File: config.mk
export PLATFORM = sky130hd
export DESIGN_NAME = response_encoder
export DESIGN_NICKNAME = d
export VERILOG_FILES = /design/src/rtl/uart_cmd_pkg.sv /design/src/rtl/response_encoder.sv
export SDC_FILE = /design/constraint.sdc
export NUM_CORES = 1
export LEC_CHECK = 0
export CAP_MARGIN = 0
export CORE_UTILIZATION = 50
export CTS_CLUSTER_SIZE = 14
export DETAILED_ROUTE_END_ITERATION = 8
export GPL_ROUTABILITY_DRIVEN = 0
export HOLD_SLACK_MARGIN = 0.15
export PLACE_DENSITY_LB_ADDON = 0.08
export SLEW_MARGIN = 20
export SYNTH_ARGS = -nofsm -noshare
export SYNTH_HDL_FRONTEND = slang
export SYNTH_SLANG_ARGS = --single-unit
File: constraint.sdc
create_clock -name clock -period 2.5 [get_ports clock]
set_input_delay 0.25 -clock clock [delete_from_list [all_inputs] [get_ports clock]]
set_output_delay 0.25 -clock clock [all_outputs]
set_load 0.03 [all_outputs]
File: src/rtl/uart_cmd_pkg.sv
// Package shared by the UART command path (command_decoder, response_encoder).
// Holds the response encoder state type and the opcode constants both sides
// agree on.
package uart_cmd_pkg;

  // Response encoder frame sequencer states.
  typedef enum logic [2:0] {
    IDLE      = 3'd0,
    LOAD      = 3'd1,
    STROBE    = 3'd2,
    WAIT_BUSY = 3'd3,
    WAIT_IDLE = 3'd4,
    DONE      = 3'd5
  } enc_state_e;

  // Opcodes exchanged with command_decoder.
  localparam logic [7:0] OP_ACK    = 8'h08;
  localparam logic [7:0] OP_NAK    = 8'h15;
  localparam logic [7:0] OP_STATUS = 8'h20;
  localparam logic [7:0] OP_DATA   = 8'h44;

endpackage

File: src/rtl/response_encoder.sv
// response_encoder: serialises one response frame (opcode, then payload bytes
// MSB-first) into a byte-wide UART transmitter using a strobe/busy handshake.
//
// Ports
//   clock      in   rising-edge clock
//   reset      in   synchronous active-high reset
//   send       in   one-cycle request to transmit a frame (accepted in IDLE)
//   opcode     in   [7:0]  response opcode, latched on accept
//   payload    in   [31:0] response payload, latched on accept
//   tx_busy    in   UART busy while a byte shifts out
//   trans_en   out  one-cycle strobe: UART loads data_out
//   data_out   out  [7:0] byte for the UART, held until tx_busy falls
//   busy       out  high from accept until frame_done
//   frame_done out  one-cycle pulse after the last byte completes
//   overrun    out  one-cycle pulse for each send that arrives while busy
//
// Configuration
//   RESP_CHECKSUM_EN  when defined, a trailing XOR checksum byte (opcode ^ all
//                     payload bytes sent) is appended to every frame.
module response_encoder
  import uart_cmd_pkg::*;
#(
  parameter int PAYLOAD_BYTES = 4
) (
  input  logic        clock,
  input  logic        reset,
  input  logic        send,
  input  logic [7:0]  opcode,
  input  logic [31:0] payload,
  input  logic        tx_busy,
  output logic        trans_en,
  output logic [7:0]  data_out,
  output logic        busy,
  output logic        frame_done,
  output logic        overrun
);

`ifdef RESP_CHECKSUM_EN
  localparam int FRAME_BYTES = PAYLOAD_BYTES + 2;
`else
  localparam int FRAME_BYTES = PAYLOAD_BYTES + 1;
`endif
  localparam int IW = $clog2(PAYLOAD_BYTES + 2);
  localparam logic [IW-1:0] LAST_IDX = IW'(FRAME_BYTES - 1);

  enc_state_e                   state, state_nxt;
  logic [IW-1:0]                idx;
  logic [7:0]                   opcode_q;
  logic [8*PAYLOAD_BYTES-1:0]   payload_q;
  logic [7:0]                   cur_byte;

  // Only the low PAYLOAD_BYTES bytes of the payload are ever transmitted.
  if (PAYLOAD_BYTES < 4) begin : g_unused
    logic unused_payload;
    assign unused_payload = ^payload[31:8*PAYLOAD_BYTES];
  end

  // Byte mux: index 0 is the opcode, 1..PAYLOAD_BYTES walk the payload from
  // its most significant transmitted byte down.
  always_comb begin
    cur_byte = opcode_q;
    for (int i = 1; i <= PAYLOAD_BYTES; i++) begin
      if (idx == IW'(i)) cur_byte = payload_q[8*(PAYLOAD_BYTES-i) +: 8];
    end
`ifdef RESP_CHECKSUM_EN
    if (idx == IW'(PAYLOAD_BYTES + 1)) begin
      cur_byte = opcode_q;
      for (int i = 0; i < PAYLOAD_BYTES; i++) cur_byte = cur_byte ^ payload_q[8*i +: 8];
    end
`endif
  end

  always_ff @(posedge clock) begin
    if (reset) state <= IDLE;
    else       state <= state_nxt;
  end

  always_ff @(posedge clock) begin
    if (reset) begin
      idx       <= '0;
      opcode_q  <= '0;
      payload_q <= '0;
      data_out  <= '0;
      overrun   <= 1'b0;
    end else begin
      overrun <= send && (state != IDLE);
      if (state == IDLE && send) begin
        opcode_q  <= opcode;
        payload_q <= payload[8*PAYLOAD_BYTES-1:0];
        idx       <= '0;
      end
      if (state == LOAD && !tx_busy) data_out <= cur_byte;
      // The final exit leaves idx on the last byte instead of stepping past
      // it, so the counter can never wrap even at its narrowest width; the
      // next accept clears it.
      if (state == WAIT_IDLE && !tx_busy && idx != LAST_IDX) idx <= idx + 1'b1;
    end
  end

  always_comb begin
    state_nxt  = state;
    trans_en   = 1'b0;
    busy       = 1'b1;
    frame_done = 1'b0;
    case (state)
      IDLE: begin
        busy = 1'b0;
        if (send) state_nxt = LOAD;
      end
      LOAD:      if (!tx_busy) state_nxt = STROBE;
      STROBE: begin
        trans_en  = 1'b1;
        state_nxt = WAIT_BUSY;
      end
      WAIT_BUSY: if (tx_busy) state_nxt = WAIT_IDLE;
      WAIT_IDLE: if (!tx_busy) state_nxt = (idx == LAST_IDX) ? DONE : LOAD;
      DONE: begin
        frame_done = 1'b1;
        state_nxt  = IDLE;
      end
      default: state_nxt = IDLE;
    endcase
  end

endmodule

==> results.cfg <==
[cells_and_area]
fin_util_pct = 67.0
nets = 398
antennaDiodeCount = 0
area.growth.synth_to_final_pct = 25.6
filler_cell_count = 433
drive_above_1_share_pct = 7.14

[logic_synthesis]
synthesis.area_um2 = 2570
synthTopCellsByCount = 81 x nand2_1, 55 x dfxtp_1, 44 x a21oi_1
yosysMostFrequentCell = nand2_1
ys_seq_elements = 55
postSynthAreaPerCell_um2 = 8.39
syn_inst = 306
synthFlopType = dfxtp_1
synth_area_leaders = dfxtp_1 43%, nand2_1 12%, a21oi_1 8.6%
ys_types = 30
yosysTopAreaCellShare_pct = 42.9
yosys.area.top_type = dfxtp_1
synthArstFlopShare_pct = 0
synth_edf_count = 0
yosysSeqAreaShare_pct = 42.9
yosys_warnings = 0
synth_nets = 355

[timing]
timing.fmax_mhz = 491
holdWs_ns = 0.441
finalSetupTns_ns = 0
worst_pin_slew_ns = 0.577
slew_headroom_pct = 61.5
setup-violations-final = 0
drv_slew = 0
fin_crit_ns = 2.03
finalHoldViolCount = 0
skew_ns = 0.00613
fin_crit_sh_pct = 81.4
rsz0062_at_grt = no

[die]
initial_core_util_pct = 53.3
rows = 25
fp.dieW_um = 73.7
core_um2 = 4820
io-pin-count = 56
fp.dieArea_um2 = 5430
die_height_um = 73.7

[clock_tree]
ctsHoldBuffers = 0
cts_setup_buffers = 0
cts_tree = yes
cts_resized = 0
htree_levels = 2
clk_latency_ns = 0.30
clk_pin_slew_ns = 0.09
cts_root_buf = clkbuf_8
cts_buffers = 5
clock-sinks = 55
clock_path_buffers = 2

[power_and_ir_drop]
p_total_uw = 1790
p_per_area_nw_per_um2 = 556
leakagePower_uw = 0.00117
worst_ir_drop_vdd_uv = 371

[global_route]
grt_max_degree = 44
antenna_found_initial = 0
grt_pass1_wl_mm = 9.56
grt_pass1_vias = 2090
grt_usage_pct = 23.0
grt_overflow = 0

[drt]
via_count = 2272
wl_per_cell_um = 13.7
via_per_inst = 5.45
drt-total-wl_mm = 5.70
firstDrtPassIters = 4
drt_iter0_markers = 128
ant_nets = 0
drc = 0

[job]
maxCapViolations = 0

[setup_path]
rr_startpoint = idx[0]$_SDFFE_PP0P_
start_kind = flip-flop
crit_path_end_kind = output pin
path_max_fanout = 13
arrival_ns = 1.78
setup.worst_path.class = reg -> out
crit_start = state[1]$_SDFFE_PP0P_
required_ns = 2.25

[run_status]
outcome = finished, final reports clean

[placed_design]
dp_hpwl_mm = 4.18
port_buffers = 55

[worst_hold_path]
hp-class = in -> reg
hold_path_startpoint = reset
-- state kept, by name (all words and copies together), names as in the netlist --
register   flops
data_out       8
state          3
opcode_q       8
idx            3
overrun        1
payload_q     32
-- worst max-delay path, cell delays in order, from the launching register on --
cell and delay (ns):
dfxtp_1 0.57, nor3b_1 0.22, clkdlybuf4s50_1 0.70
-- layout make-up --
type / count / area [um2] / share of cell area, %
clock buffer: 8 / 100 / 3.10
inverter: 3 / 11.3 / 0.349
multi-input combinational: 223 / 1340 / 41.5
sequential: 55 / 1100 / 34.1
tap: 67 / 83.8 / 2.60
timing repair buffer: 61 / 591 / 18.3
-- worst paths after layout --
check        cells after the start  slack, ns                         end
max reg2reg                      5       0.54    data_out[5]$_SDFFE_PP0P_
min                              2       0.44  payload_q[22]$_SDFFE_PP0P_
min reg2reg                      2       0.46   payload_q[6]$_SDFFE_PP0P_
max                              2       0.47                    trans_en
-- stage by stage --
stage,setup WS [ns],cells,area [um2]
global placement,0.420,409,3130
floorplan,0.417,306,2570
global route,0.364,417,3230
detailed placement,0.396,409,3130
finish,0.465,417,3230
CTS,0.438,417,3230
-- power breakdown --
group	internal, uW	leakage [uW]	switching [uW]
clock	253	0.0000515	270
sequential	934	0.000449	43.4
combinational	144	0.000670	150
total	1330	0.00117	463
-- routing by layer --
layer	share of wire (%)	track usage, %	up-vias
li1	-	-	1147
met1	46	29.5	1069
met2	49	38.8	47
met3	3.9	3.70	9
met4	1.6	8.33	0
met5	0	0	-
-- layout by cell type, fill, tap and decap left out, drive strengths merged --
cell,netlist,layout
clkbuf,16,8
o21bai,8,8
nor4b,2,2
nor2,3,3
o21a,1,1
dfxtp,55,55
or3,2,2
or4b,3,3
buf,9,7
nor2b,17,17
inv,3,3
nand2,81,81
ha,5,5
xnor2,1,1
a2111oi,10,10
o21ai,9,9
and3b,10,10
nor3b,11,11
nand3,2,2
nor4,1,1
a32o,8,8
a21oi,44,44
and2,1,1
clkdlybuf4s50,0,54
o211ai,3,3
nand4b,1,1
-- cells by family after synthesis --
family | synth area share [%]
xor gates and xnor gates | 0.341
buffers and inverters | 5.21
adders and majority gates | 2.44
DFF | 42.9
and+or+nand+nor | 26.8
AOI/OAI and AO/OA | 22.4
Power figures use the tool's default switching activity.
